[config.mk]
export PLATFORM = sky130hd
export DESIGN_NAME = d16_writeback_flat
export DESIGN_NICKNAME = d
export VERILOG_FILES = /design/src/rtl/d16_writeback_if.sv /design/src/rtl/d16_writeback.sv /design/src/flat_wrapper.sv
export SDC_FILE = /design/constraint.sdc
export NUM_CORES = 1
export LEC_CHECK = 0
export ABC_CLOCK_PERIOD_IN_PS = 2900
export CAP_MARGIN = 10
export CORE_UTILIZATION = 52
export DETAILED_ROUTE_END_ITERATION = 6
export PLACE_DENSITY = 0.77
export SYNTH_ARGS = -nofsm -noshare
export SYNTH_HDL_FRONTEND = slang
export SYNTH_SLANG_ARGS = --single-unit
[constraint.sdc]
create_clock -name sys_clk -period 2.9 [get_ports sys_clk]
set_clock_uncertainty 0.15 [all_clocks]
set_input_delay 0.87 -clock sys_clk [delete_from_list [all_inputs] [get_ports sys_clk]]
set_output_delay 0.87 -clock sys_clk [all_outputs]
set_load 0.03 [all_outputs]
[src/rtl/d16_writeback_if.sv]
// d16_writeback_if
//   Result and write-port bundle for the d16 writeback block.
//
//   Handshake (both result channels): a transfer happens in a cycle where
//   valid and ready are both high. The producer holds addr/data stable
//   while valid is high and ready is low. ready never depends on valid.
//
//   Signals:
//     alu_valid/alu_ready/alu_addr/alu_data : ALU result channel
//     mem_valid/mem_ready/mem_addr/mem_data : load result channel
//     w/addr_w/data                         : register file write port
//
//   Modports:
//     slave  : the writeback block (accepts results, drives write port)
//     master : the producers / register-file side
interface d16_writeback_if;
    logic        alu_valid;
    logic        alu_ready;
    logic [3:0]  alu_addr;
    logic [15:0] alu_data;

    logic        mem_valid;
    logic        mem_ready;
    logic [3:0]  mem_addr;
    logic [15:0] mem_data;

    logic        w;
    logic [3:0]  addr_w;
    logic [15:0] data;

    modport slave (
        input  alu_valid, alu_addr, alu_data,
        output alu_ready,
        input  mem_valid, mem_addr, mem_data,
        output mem_ready,
        output w, addr_w, data
    );

    modport master (
        output alu_valid, alu_addr, alu_data,
        input  alu_ready,
        output mem_valid, mem_addr, mem_data,
        input  mem_ready,
        input  w, addr_w, data
    );
endinterface

[src/rtl/d16_writeback.sv]
// d16_writeback
//   Writeback arbiter and pending-write scoreboard for the d16 core.
//   ALU results are queued in a DEPTH-entry FIFO; load results go straight
//   to the register-file write port. One write per cycle is issued, with
//   load results preferred except that after STARVE_MAX consecutive load
//   wins over a non-empty FIFO the FIFO head is given one slot.
//
//   Optional feature: define D16_WB_BYPASS_EN to let an ALU result skip the
//   FIFO (1-cycle latency) when the FIFO is empty, no load is offered and no
//   starvation slot is pending.
//
//   Ports:
//     sys_clk    : clock, rising edge
//     sys_rst    : synchronous active-low reset
//     iss_stb    : instruction with register destination issues
//     iss_addr   : its destination register
//     busy       : per-register pending-write flags (registered)
//     fifo_level : ALU FIFO occupancy (registered)
//     wb         : ALU/load result channels and register-file write port
module d16_writeback #(
    parameter int DEPTH      = 4,
    parameter int STARVE_MAX = 3
) (
    input  logic                     sys_clk,
    input  logic                     sys_rst,
    input  logic                     iss_stb,
    input  logic [3:0]               iss_addr,
    output logic [15:0]              busy,
    output logic [$clog2(DEPTH):0]   fifo_level,
    d16_writeback_if.slave           wb
);
    localparam int AW = $clog2(DEPTH);
    localparam int SW = (STARVE_MAX < 1) ? 1 : $clog2(STARVE_MAX + 1);

    // FIFO storage (no reset needed: validity is tracked by level)
    logic [15:0] fifo_data [DEPTH];
    logic [3:0]  fifo_addr [DEPTH];
    logic [AW-1:0] wr_ptr, rd_ptr;
    logic [AW:0]   level;
    logic [SW-1:0] starve_cnt;

    logic        w_q;
    logic [3:0]  addr_w_q;
    logic [15:0] data_q;
    logic [15:0] busy_q;

    logic fifo_empty, fifo_full, starve_slot;
    logic alu_fire, mem_fire, bypass, push, pop;
    logic        win_v;
    logic [3:0]  win_addr;
    logic [15:0] win_data;
    logic [SW-1:0] starve_nxt;
    logic [15:0] set_mask, clr_mask;

    assign fifo_empty  = (level == '0);
    assign fifo_full   = (level == (AW+1)'(DEPTH));
    // Counter reached its limit while ALU results wait: head gets this slot.
    assign starve_slot = !fifo_empty && (starve_cnt >= SW'(STARVE_MAX));

    // Readies come from registered state and reset only.
    assign wb.alu_ready = sys_rst && !fifo_full;
    assign wb.mem_ready = sys_rst && !starve_slot;

    assign alu_fire = wb.alu_valid && wb.alu_ready;
    assign mem_fire = wb.mem_valid && wb.mem_ready;

`ifdef D16_WB_BYPASS_EN
    // Empty FIFO implies no starvation slot, so that condition is covered.
    assign bypass = alu_fire && fifo_empty && !wb.mem_valid;
`else
    assign bypass = 1'b0;
`endif

    assign push = alu_fire && !bypass;
    // The head goes out whenever memory does not take the port; during a
    // starvation slot mem_ready is low so mem_fire is already 0.
    assign pop  = !fifo_empty && !mem_fire;

    always_comb begin
        win_v    = 1'b0;
        win_addr = addr_w_q;
        win_data = data_q;
        if (mem_fire) begin
            win_v    = 1'b1;
            win_addr = wb.mem_addr;
            win_data = wb.mem_data;
        end else if (pop) begin
            win_v    = 1'b1;
            win_addr = fifo_addr[rd_ptr];
            win_data = fifo_data[rd_ptr];
        end else if (bypass) begin
            win_v    = 1'b1;
            win_addr = wb.alu_addr;
            win_data = wb.alu_data;
        end
    end

    always_comb begin
        starve_nxt = starve_cnt;
        if (fifo_empty || pop)
            starve_nxt = '0;
        else if (mem_fire)
            starve_nxt = starve_cnt + SW'(1);
    end

    // Set wins over clear when both target the same register.
    always_comb begin
        set_mask = '0;
        clr_mask = '0;
        if (iss_stb) set_mask[iss_addr] = 1'b1;
        if (w_q)     clr_mask[addr_w_q] = 1'b1;
    end

    always_ff @(posedge sys_clk) begin
        if (push) begin
            fifo_data[wr_ptr] <= wb.alu_data;
            fifo_addr[wr_ptr] <= wb.alu_addr;
        end
    end

    always_ff @(posedge sys_clk) begin
        if (!sys_rst) begin
            wr_ptr     <= '0;
            rd_ptr     <= '0;
            level      <= '0;
            starve_cnt <= '0;
            w_q        <= 1'b0;
            addr_w_q   <= '0;
            data_q     <= '0;
            busy_q     <= '0;
        end else begin
            if (push) wr_ptr <= wr_ptr + AW'(1);
            if (pop)  rd_ptr <= rd_ptr + AW'(1);
            case ({push, pop})
                2'b10:   level <= level + (AW+1)'(1);
                2'b01:   level <= level - (AW+1)'(1);
                default: level <= level;
            endcase
            starve_cnt <= starve_nxt;
            w_q        <= win_v;
            addr_w_q   <= win_addr;
            data_q     <= win_data;
            busy_q     <= (busy_q & ~clr_mask) | set_mask;
        end
    end

    assign wb.w       = w_q;
    assign wb.addr_w  = addr_w_q;
    assign wb.data    = data_q;
    assign busy       = busy_q;
    assign fifo_level = level;
endmodule

[src/flat_wrapper.sv]
// flat-port wrapper written by rule: the top's interface ports become plain ports
module d16_writeback_flat 
#(
    parameter int DEPTH      = 4,
    parameter int STARVE_MAX = 3
)
  (sys_clk, sys_rst, iss_stb, iss_addr, busy, fifo_level, wb_alu_valid, wb_alu_addr, wb_alu_data, wb_alu_ready, wb_mem_valid, wb_mem_addr, wb_mem_data, wb_mem_ready, wb_w, wb_addr_w, wb_data);
  d16_writeback_if wb_i ();
  input  logic sys_clk;
  input  logic sys_rst;
  input  logic iss_stb;
  input  logic [3:0] iss_addr;
  output logic [15:0] busy;
  output logic [$clog2(DEPTH):0] fifo_level;
  input wire logic [$bits(wb_i.alu_valid)-1:0] wb_alu_valid;
  input wire logic [$bits(wb_i.alu_addr)-1:0] wb_alu_addr;
  input wire logic [$bits(wb_i.alu_data)-1:0] wb_alu_data;
  output wire logic [$bits(wb_i.alu_ready)-1:0] wb_alu_ready;
  input wire logic [$bits(wb_i.mem_valid)-1:0] wb_mem_valid;
  input wire logic [$bits(wb_i.mem_addr)-1:0] wb_mem_addr;
  input wire logic [$bits(wb_i.mem_data)-1:0] wb_mem_data;
  output wire logic [$bits(wb_i.mem_ready)-1:0] wb_mem_ready;
  output wire logic [$bits(wb_i.w)-1:0] wb_w;
  output wire logic [$bits(wb_i.addr_w)-1:0] wb_addr_w;
  output wire logic [$bits(wb_i.data)-1:0] wb_data;
  assign wb_i.alu_valid = wb_alu_valid;
  assign wb_i.alu_addr = wb_alu_addr;
  assign wb_i.alu_data = wb_alu_data;
  assign wb_alu_ready = wb_i.alu_ready;
  assign wb_i.mem_valid = wb_mem_valid;
  assign wb_i.mem_addr = wb_mem_addr;
  assign wb_i.mem_data = wb_mem_data;
  assign wb_mem_ready = wb_i.mem_ready;
  assign wb_w = wb_i.w;
  assign wb_addr_w = wb_i.addr_w;
  assign wb_data = wb_i.data;
  d16_writeback #(.DEPTH(DEPTH), .STARVE_MAX(STARVE_MAX)) u_core (.sys_clk(sys_clk), .sys_rst(sys_rst), .iss_stb(iss_stb), .iss_addr(iss_addr), .busy(busy), .fifo_level(fifo_level), .wb(wb_i));
endmodule
==> results of run 1 <==
## state kept, by name, summed over array words and instances (netlist names), 2 cells and up, named ones only
name / flops
u_core.rd_ptr: 2
u_core.wb.addr_w: 4
u_core.busy: 16
u_core.fifo_addr: 16
u_core.fifo_level: 3
u_core.fifo_data: 64
u_core.wr_ptr: 2
u_core.starve_cnt: 2
u_core.wb.data: 16
## power groups by stage
stage | Combinational, W | Sequential, W | Clock (W)
2_1_floorplan | 0.000724 | 0.00243 | 0
3_3_place_gp | 0.00145 | 0.00226 | 0
3_5_place_dp | 0.00148 | 0.00227 | 0
4_1_cts | 0.00150 | 0.00223 | 0.00197
5_1_grt | 0.00159 | 0.00225 | 0.00205
6_report | 0.00149 | 0.00223 | 0.00195
## per-stage QoR
stage               instance area, um2  power [W]
finish                            6790   0.005669
floorplan                         5027   0.003150
global placement                  6207   0.003704
detailed placement                6207   0.003748
global route                      6790   0.005898
CTS                               6782   0.005705
## final cells by class
class	count	area (um2)	share of cell area
Inverter	6	22.52	0.003317
Multi-Input combinational cell	208	1554	0.2289
Sequential cell	128	3363	0.4953
Clock inverter	14	137.6	0.02027
Tap cell	129	161.4	0.02377
Timing Repair Buffer	112	1134	0.1669
Clock buffer	18	417.9	0.06154
## worst min path at each step
| stage | to | startpoint | slack, ps |
|---|---|---|---|
| detailed placement | u_core.starve_cnt[0] | u_core.starve_cnt[0] | 280 |
| global route | u_core.starve_cnt[0] | u_core.starve_cnt[0] | 310 |
| CTS | u_core.starve_cnt[0] | u_core.starve_cnt[0] | 300 |
| floorplan | u_core.starve_cnt[0] | u_core.starve_cnt[0] | 260 |
| global placement | u_core.starve_cnt[0] | u_core.starve_cnt[0] | 280 |
| finish | u_core.starve_cnt[0] | u_core.starve_cnt[0] | 300 |
## cell usage in the layout, fill, tap and decap left out, drive strengths merged, types with 3 or more instances in the layout
cell type      synthesis  final
clkdlybuf4s50          0     87
nor2                   4      4
a31oi                 20     20
edfxtp                80     80
o31ai                 21     21
clkbuf                16     18
nand2                 55     55
dfxtp                 48     48
clkinv                 0      6
clkinvlp               0      4
a21oi                 19     19
and2                   5      5
or3                    3      3
buf                    5     24
nand3                  5      5
o21ai                 19     19
mux4                  20     20
nor2b                  3      3
inv                    6      9
ha                     6      6
## worst reg2reg max path: stages, from the launching register on
cell                      delay (ps)
sky130_fd_sc_hd__dfxtp_1         400
sky130_fd_sc_hd__or3_1           420
sky130_fd_sc_hd__o31a_1          140
sky130_fd_sc_hd__ha_1            250
sky130_fd_sc_hd__fa_1            390
sky130_fd_sc_hd__xnor2_1         140
sky130_fd_sc_hd__or3_1           300
sky130_fd_sc_hd__a21oi_1         140
## timing repair
action                                  4_1_cts  5_1_grt
endpoints found under the setup margin        2        2
cloned                                        0        0
buffers inserted                              0        0
hold buffers                                  0        0
resized for setup                             5        4
## kinds of logic (layout without fill, tap and decap cells)
family,count (synthesis),after routing,synth area share
fa+ha+maj,7,7,0.01891
xor+xnor,2,2,0.003485
buf+inv,27,150,0.02389
mux,21,21,0.09159
compound gates,86,86,0.1058
simple gates,92,92,0.08735
flops,128,128,0.6690
## per-layer routing
metal | vias up | routed length [um] | share of wire
met5 | - | 0 | 0
met4 | 0 | 145 | 0.013
met3 | 13 | 676 | 0.059
met2 | 134 | 6052 | 0.53
met1 | 1746 | 4625 | 0.40
li1 | 1616 | - | -
==> results by group, run 1 <==
Status
  • Outcome: finished clean

Clock network
  • Total CTS buffers: 17
  • Insertion delay to the later sink of the worst-skew pair: 500 ps
  • Clock-pin slew reported for the worst setup and hold paths after clock tree synthesis: 60 ps
  • Deepest clock path buffer count: 2
  • Total number of clock tree sinks: 128
  • TritonCTS clock tree: yes
  • Maximum level of the CTS H-tree: 4
  • Cell at the root of the clock tree: sky130_fd_sc_hd__clkbuf_8

Die
  • Starting Density: 0.5415
  • Die width: 100.3 um
  • Number of rows in the core area: 35
  • Total die area: 10,070 um2
  • Standard cell core area: 9284 um2
  • Die height: 100.3 um
  • Top Ports: 91

Global route
  • GRT Max-Usage Layer: met2
  • Number of global-route vias before repair: 3,559
  • Global-route wire length before repair: 18,010 um
  • Maximum number of pins on one net before global-route repair: 25
  • GR met2 Demand/Resource: 0.4173
  • Global route total overflow: 0
  • GRT Total Usage: 0.2460
  • Antenna violations before repair: 0
  • Met1 demand-to-capacity share in global routing: 0.3073
  • Met3 global-route usage: 0.05014

Pwr
  • Pwr per Cell Area: 834.8 nW/um2
  • Sw Pwr: 0.001744 W
  • Share of power burned in the clock network: 0.343
  • Switching Share: 0.3076
  • Internal Dissipation: 0.003925 W
  • Combinational share of power: 0.263
  • Register share of total power: 0.394
  • VDD IR max: 0.5193 mV
  • Pleak: 2.314 nW

Critical path
  • Cell chain of the critical path: or3b_2 > and2_4 > buf_6
  • Critical path start-end classification: reg -> out
  • Reg2reg start: u_core.fifo_level[0]
  • Crit Path Max Fanout: 7
  • Critical path depth: 3
  • Worst Setup SP: u_core.fifo_level[2]
  • Family with the most delay on the worst path: simple AND/OR/NAND/NOR gates
  • Slack of the worst reg-to-reg path: 510 ps
  • Worst Reg2Reg Path Length in Cells: 7
  • Crit end category: output port
  • Data required time of the worst path: 1880 ps
  • Slowest stage delay, CP: 540 ps
  • Startpoint kind of the worst setup timing path: flop
  • Cell with the largest stage delay on the worst path: sky130_fd_sc_hd__or3b_2
  • CP arrival: 1810 ps
  • End point of the critical path: wb_alu_ready
  • Number of buffer and inverter stages on the critical path: 1
  • End of the worst register-to-register path: u_core.fifo_level[2]

Finish
  • Fraction of final layout cells with drive strength greater than 1: 0.1728
  • Final Util: 0.7314
  • Number of diodes added for antenna fixing: 0
  • # fillers: 619
  • Signed area change from the synthesized netlist to the final layout: 35.07%
  • Cell Count, Final, Fillers Out: 615
  • Final-stage net count: 529

Logic synthesis
  • Number of storage elements in the synthesis netlist: 128
  • Summed instance area of the synthesized netlist: 5027 um2
  • Top cells by instance count after synthesis: sky130_fd_sc_hd__edfxtp_1 (80), sky130_fd_sc_hd__nand2_1 (55), sky130_fd_sc_hd__dfxtp_1 (48)
  • Ys flop type: sky130_fd_sc_hd__edfxtp_1
  • Biggest area contributors in the synthesized netlist: sky130_fd_sc_hd__edfxtp_1 (48%), sky130_fd_sc_hd__dfxtp_1 (19%), sky130_fd_sc_hd__mux4_2 (9.0%), sky130_fd_sc_hd__nand2_1 (4.1%), sky130_fd_sc_hd__o31ai_1 (3.1%)
  • Instance count of the mapped netlist: 363
  • Most common cell in the synthesized netlist: sky130_fd_sc_hd__edfxtp_1
  • Share of Yosys cell area claimed by the top area cell type: 0.4778
  • Net count after synthesis: 419
  • Library cell with the largest summed area after synthesis: sky130_fd_sc_hd__edfxtp_1
  • Netlist cell types: 36
  • Post-synth ARST share: 0
  • Count of synthesis-stage warnings from yosys: 0
  • Average instance area after synthesis: 13.85 um2
  • Sequential fraction of the synthesis area: 0.6690
  • Number of enable flip-flop cells after synthesis: 80

Timing
  • Worst hold slack after final layout: 296.6 ps
  • Fin. Hold Viols: 0
  • Final-layout setup total negative slack: 0 ps
  • Slew of the pin with the lowest slew margin: 670.8 ps
  • RSZ-0062 raised after global routing: no
  • Worst slew margin relative to its limit: 0.5503
  • PnR worst setup slack: 74.87 ps
  • Final min period: 2825 ps
  • Final setup fails: 0
  • Share of the clock period used by the worst path: 0.9742
  • Timing-limited maximum frequency: 354.0 MHz
  • Max-slew violation count: 0

Routing
  • Average via count per standard cell: 5.706
  • Antenna violation net count after detailed routing: 0
  • Starting DRT DRC Count: 242
  • Total DRC errors in the routed layout: 0
  • Total Routed Length: 11,500 um
  • Number of iterations in the first detailed-routing pass: 4
  • Total number of vias: 3,509
  • Routed length per placed instance: 18.70 um

Placed design
  • DP Cell Count: 583
  • Count of input and output buffers: 90
  • HPWL reported at the end of detailed placement: 7415 um
  • Weighted congestion at the end of routability-driven global placement: 0.8501
  • Setup slack at placement: -281.2 ps

Flow run
  • Max Cap Violations: 0

Min path
  • Hold Path Cell Cnt: 1
  • Type of the worst min-delay path: reg -> reg
No activity file was read; power rests on OpenSTA's default activity.
==> inputs of run 2 (changes only) <==
--- a/config.mk
+++ b/config.mk
@@ -9,7 +9,7 @@
 export CAP_MARGIN = 10
 export CORE_UTILIZATION = 52
 export DETAILED_ROUTE_END_ITERATION = 6
-export PLACE_DENSITY = 0.77
+export PLACE_DENSITY = 0.79
 export SYNTH_ARGS = -nofsm -noshare
 export SYNTH_HDL_FRONTEND = slang
 export SYNTH_SLANG_ARGS = --single-unit
==> run 2 against run 1 <==
Against the previous run: critical endpoint unchanged; total power grew 3.1%; critical path type unchanged; worst hold slack better by 31 ps; clock power rose by 9%.
==> results by group, run 2 (synthesized netlist as in run 1, its figures left out) <==
Status
  • Outcome: finished clean

Critical path
  • Reg2reg start: u_core.fifo_level[0]
  • Cell with the largest stage delay on the worst path: sky130_fd_sc_hd__or3b_2
  • Number of buffer and inverter stages on the critical path: 1
  • Slowest stage delay, CP: 550 ps
  • Crit end category: output port
  • Startpoint kind of the worst setup timing path: flop
  • Family with the most delay on the worst path: simple AND/OR/NAND/NOR gates
  • Cell chain of the critical path: or3b_2 > and2_1 > buf_4
  • Data required time of the worst path: 1880 ps
  • End of the worst register-to-register path: u_core.fifo_level[2]
  • Crit Path Max Fanout: 7
  • CP arrival: 1800 ps
  • Worst Reg2Reg Path Length in Cells: 7
  • Critical path start-end classification: reg -> out
  • Slack of the worst reg-to-reg path: 510 ps

Timing
  • RSZ-0062 raised after global routing: no
  • Max-slew violation count: 0
  • Fin. Hold Viols: 0
  • Final setup fails: 0
  • Timing-limited maximum frequency: 354.9 MHz
  • Slew of the pin with the lowest slew margin: 461.8 ps
  • Worst slew margin relative to its limit: 0.6915
  • Share of the clock period used by the worst path: 0.9717
  • Final-layout setup total negative slack: 0 ps
  • Final min period: 2818 ps

Routing
  • Max Used Layer: met4
  • Antenna violation net count after detailed routing: 0
  • Routed length per placed instance: 19.84 um
  • Number of iterations in the first detailed-routing pass: 5
  • Total number of vias: 3,565
  • Starting DRT DRC Count: 214
  • Total Routed Length: 12,180 um
  • Total DRC errors in the routed layout: 0
  • Sum of met2 wire segment lengths after detailed routing: 6404 um
  • Routed met1 length: 4674 um
  • Routed met3 length: 807 um
  • Average via count per standard cell: 5.806

Die
  • Number of rows in the core area: 35
  • Starting Density: 0.5415
  • Top Ports: 91
  • Standard cell core area: 9284 um2
  • Total die area: 10,070 um2
  • Die height: 100.3 um
  • Die width: 100.3 um

Finish
  • Fraction of final layout cells with drive strength greater than 1: 0.1732
  • Largest reg by FF count: u_core.fifo_data
  • Number of flip-flops under the largest register name: 64
  • Leading cell types in the layout, fill and taps excluded: sky130_fd_sc_hd__clkdlybuf4s50_1 (87), sky130_fd_sc_hd__edfxtp_1 (80), sky130_fd_sc_hd__nand2_1 (55)
  • Signed area change from the synthesized netlist to the final layout: 35.76%
  • Final-stage net count: 528
  • Number of diodes added for antenna fixing: 0
  • Commonest non-fill, non-tap cell in the layout: sky130_fd_sc_hd__clkdlybuf4s50_1
  • # fillers: 586

Placed design
  • Count of input and output buffers: 90
  • Weighted congestion at the end of routability-driven global placement: 0.8719
  • HPWL reported at the end of detailed placement: 7504 um

Min path
  • Worst Hold Endpoint: u_core.busy[12]
  • Hold Path Cell Cnt: 2
  • Type of the worst min-delay path: reg -> reg
  • Start point of the worst hold path: u_core.busy[12]

Global route
  • Number of global-route vias before repair: 3,716
  • Global-route wire length before repair: 18,820 um
  • Global route total overflow: 0
  • Maximum number of pins on one net before global-route repair: 25
  • GRT Total Usage: 0.2581
  • Antenna violations before repair: 0

Pwr
  • VDD IR max: 0.5007 mV
  • Pleak: 2.333 nW
  • Overall power after layout: 0.005846 W
  • Pwr per Cell Area: 856.5 nW/um2

Clock network
  • Buffers inserted during post-CTS setup optimization: 0
  • Clock-pin slew reported for the worst setup and hold paths after clock tree synthesis: 60 ps
  • Total number of clock tree sinks: 128
  • Total CTS buffers: 17
  • Hold buffer count at CTS: 0
  • Deepest clock path buffer count: 2
  • TritonCTS clock tree: yes
  • Cell at the root of the clock tree: sky130_fd_sc_hd__clkbuf_8
  • Maximum level of the CTS H-tree: 4
  • Insertion delay to the later sink of the worst-skew pair: 520 ps

Flow run
  • Max Cap Violations: 0
run 2: per-layer routing:
metal / up-vias / global-route usage
met3: 26 / 0.06685
met5: - / 0
met2: 179 / 0.4568
met1: 1751 / 0.2952
li1: 1609 / -
met4: 0 / 0.1137
run 2: layout make-up:
type	count	area [um2]	area share
well taps	129	161.4	0.02365
multi-input cells	208	1556	0.2280
repair buffers	111	1122	0.1644
clock buffers	17	414.1	0.06068
flip-flops and latches	128	3364	0.4929
inverters	6	22.52	0.003300
clock inverters	15	183.9	0.02695
run 2: worst max path at each step:
stage                              start                    to  slack, ps  cells after the start
floorplan                        sys_rst          wb_alu_ready        140                      3
global placement                 sys_rst  u_core.fifo_level[2]       -220                      8
detailed placement               sys_rst  u_core.fifo_level[2]       -280                      8
CTS                              sys_rst          wb_mem_ready          2                      5
global route        u_core.fifo_level[0]          wb_alu_ready         20                      3
finish              u_core.fifo_level[0]          wb_alu_ready         80                      3
run 2: worst min-delay path, cell delays in order (launching register included):
cell and delay, ps:
sky130_fd_sc_hd__dfxtp_1 300, sky130_fd_sc_hd__o21ai_0 60, sky130_fd_sc_hd__a21oi_1 60
run 2: power breakdown:
part           total (W)  internal [W]  switching, W
Clock            0.00212       0.00132      0.000804
Combinational    0.00148      0.000645      0.000836
Sequential       0.00224       0.00211      0.000128
run 2: what timing repair did:
action	CTS	global route
endpoints found under the setup margin	1	2
gates cloned	0	0
resized for setup	6	3
run 2: stage by stage:
stage	hold slack, ps	area (um2)	instances	setup WS, ps	utilization
floorplan	264.9	5027	363	136.4	-
global placement	283.3	6200	582	-224.4	0.6678
detailed placement	314.6	6200	582	-277.8	0.6678
CTS	327.6	6822	614	2.267	0.7348
global route	333.7	6825	614	18.81	0.7352
finish	327.9	6825	614	81.97	0.7352
==> inputs of run 3 (changes only) <==
--- a/config.mk
+++ b/config.mk
@@ -7,6 +7,7 @@
 export LEC_CHECK = 0
 export ABC_CLOCK_PERIOD_IN_PS = 2900
 export CAP_MARGIN = 10
+export CORE_MARGIN = 10
 export CORE_UTILIZATION = 52
 export DETAILED_ROUTE_END_ITERATION = 6
 export PLACE_DENSITY = 0.79
==> run 3 against run 2 <==
Against the previous run: combinational power is essentially flat; final area up 0.24%; register-to-register slack barely moved; via count decreased by 1.0%; flip-flop and latch count did not move; clock power grew 5%; setup slack got worse by 26 ps; critical path type is now in -> out; largest power group unchanged; highest routed layer unchanged.
==> results by group, run 3 (synthesized netlist as in run 1, its figures left out) <==
Clock network
  • TritonCTS clock tree: yes
  • Insertion delay to the later sink of the worst-skew pair: 510 ps
  • Deepest clock path buffer count: 2
  • Total CTS buffers: 17
  • Clock-pin slew reported for the worst setup and hold paths after clock tree synthesis: 60 ps
  • Maximum level of the CTS H-tree: 4
  • Total number of clock tree sinks: 128
  • Hold buffer count at CTS: 0
  • Cell at the root of the clock tree: sky130_fd_sc_hd__clkbuf_8
  • Buffers inserted during post-CTS setup optimization: 0

Pwr
  • Pleak: 2.343 nW
  • Share of power burned in the clock network: 0.373
  • Sw Pwr: 0.001767 W
  • VDD IR max: 0.6228 mV
  • Combinational share of power: 0.250
  • Register share of total power: 0.377
  • Switching Share: 0.2973
  • Internal Dissipation: 0.004177 W
  • Overall power after layout: 0.005943 W
  • Pwr per Cell Area: 868.7 nW/um2

Global route
  • GRT Total Usage: 0.1813
  • Maximum number of pins on one net before global-route repair: 25
  • Number of global-route vias before repair: 3,794
  • Global route total overflow: 0
  • Global-route wire length before repair: 20,290 um
  • Antenna violations before repair: 0

Die
  • Die width: 118.3 um
  • Total die area: 14,000 um2
  • Standard cell core area: 9328 um2
  • Top Ports: 91
  • Starting Density: 0.5390
  • Number of rows in the core area: 35
  • Die height: 118.3 um

Critical path
  • Crit end category: output port
  • Slack of the worst reg-to-reg path: 500 ps
  • Startpoint kind of the worst setup timing path: primary input
  • Reg2reg start: u_core.fifo_level[0]
  • CP arrival: 1820 ps
  • Data required time of the worst path: 1880 ps
  • Critical path start-end classification: in -> out
  • Worst Reg2Reg Path Length in Cells: 7
  • End of the worst register-to-register path: u_core.fifo_level[2]
  • Crit Path Max Fanout: 24

Timing
  • Final setup fails: 0
  • RSZ-0062 raised after global routing: no
  • Worst slew margin relative to its limit: 0.6269
  • Slew of the pin with the lowest slew margin: 558.5 ps
  • PnR worst setup slack: 55.92 ps
  • Fin. Hold Viols: 0
  • Max-slew violation count: 0
  • Final min period: 2844 ps
  • Timing-limited maximum frequency: 351.6 MHz
  • Share of the clock period used by the worst path: 0.9807
  • Worst hold slack after final layout: 303.0 ps

Routing
  • Number of iterations in the first detailed-routing pass: 5
  • Starting DRT DRC Count: 252
  • Antenna violation net count after detailed routing: 0
  • Total number of vias: 3,528
  • Total Routed Length: 12,830 um
  • Total DRC errors in the routed layout: 0
  • Average via count per standard cell: 5.755
  • Routed length per placed instance: 20.92 um

Finish
  • Fraction of final layout cells with drive strength greater than 1: 0.1694
  • Largest reg by FF count: u_core.fifo_data
  • Number of flip-flops under the largest register name: 64
  • Signed area change from the synthesized netlist to the final layout: 36.09%
  • Number of diodes added for antenna fixing: 0
  • # fillers: 622
  • Final-stage net count: 527
  • Cell Count, Final, Fillers Out: 613
  • Commonest non-fill, non-tap cell in the layout: sky130_fd_sc_hd__clkdlybuf4s50_1
  • Leading cell types in the layout, fill and taps excluded: sky130_fd_sc_hd__clkdlybuf4s50_1 (88), sky130_fd_sc_hd__edfxtp_1 (80), sky130_fd_sc_hd__nand2_1 (55)

Placed design
  • Setup slack at placement: -249.8 ps
  • Count of input and output buffers: 90
  • Weighted congestion at the end of routability-driven global placement: 0.8590
  • DP Cell Count: 582
  • HPWL reported at the end of detailed placement: 8285 um

Min path
  • Type of the worst min-delay path: reg -> reg
  • Worst Hold Endpoint: u_core.starve_cnt[0]
  • Start point of the worst hold path: u_core.starve_cnt[0]
  • Hold Path Cell Cnt: 1

Flow run
  • Max Cap Violations: 0

Status
  • Outcome: finished clean
-- run 3: cell types whose count changed in the layout (fill, tap and decap cells not counted), sizes merged --
cell | previous run | this run
clkinvlp | 3 | 0
dlymetal6s2s | 1 | 0
buf | 23 | 22
clkinv | 5 | 3
clkdlybuf4s50 | 87 | 88
bufinv | 3 | 4
inv | 10 | 13
clkbuf | 17 | 18
-- run 3: layer usage --
metal  wire length (um)  vias up  share of wire  track usage
met4                225        0          0.018      0.06801
met3                801       23          0.062      0.05474
met2               6569      140           0.51       0.3081
met5                  0        -              0            0
li1                   -     1606              -            -
met1               5229     1759           0.41       0.2113
-- run 3: worst max-delay path by stage --
stage,from,to,slack [ps],depth (start not counted)
floorplan,sys_rst,wb_alu_ready,140,3
global placement,sys_rst,u_core.fifo_level[2],-190,8
detailed placement,sys_rst,u_core.fifo_level[2],-250,8
CTS,sys_rst,wb_alu_ready,6,5
global route,sys_rst,wb_mem_ready,20,5
finish,sys_rst,wb_mem_ready,60,5
-- run 3: cell type report --
| cell class | count | area [um2] | area share |
|---|---|---|---|
| clock inverters | 14 | 202.7 | 0.02963 |
| well taps | 129 | 161.4 | 0.02359 |
| multi-input cells | 208 | 1556 | 0.2275 |
| repair buffers | 110 | 1116 | 0.1631 |
| clock buffers | 18 | 417.9 | 0.06108 |
| inverters | 6 | 22.52 | 0.003292 |
| flip-flops and latches | 128 | 3364 | 0.4918 |
-- run 3: what timing repair did --
action / CTS / global route
hold endpoints to repair: 0 / 0
gates cloned: 0 / 0
gates resized for setup: 2 / 7
endpoints found under the setup margin: 2 / 2
-- run 3: power by group through the flow --
stage | Sequential, W | Combinational, W | Clock, W
after floorplan | 0.00243 | 0.000724 | 0
after global placement | 0.00226 | 0.00145 | 0
after detailed placement | 0.00227 | 0.00147 | 0
after CTS | 0.00224 | 0.00150 | 0.00225
after global routing | 0.00226 | 0.00160 | 0.00233
final | 0.00224 | 0.00148 | 0.00222
-- run 3: worst max-delay path: stages --
cell	delay, ps
sky130_fd_sc_hd__clkdlybuf4s50_1	500
sky130_fd_sc_hd__inv_2	60
sky130_fd_sc_hd__buf_12	150
sky130_fd_sc_hd__nor2_4	110
sky130_fd_sc_hd__buf_6	130
-- run 3: through the flow --
step | setup TNS [ps] | area, um2 | util
floorplan | 0 | 5027 | -
detailed placement | -293.6 | 6200 | 0.6647
finish | 0 | 6842 | 0.7335
global placement | -231.8 | 6200 | 0.6647
global route | 0 | 6842 | 0.7335
CTS | 0 | 6828 | 0.7320
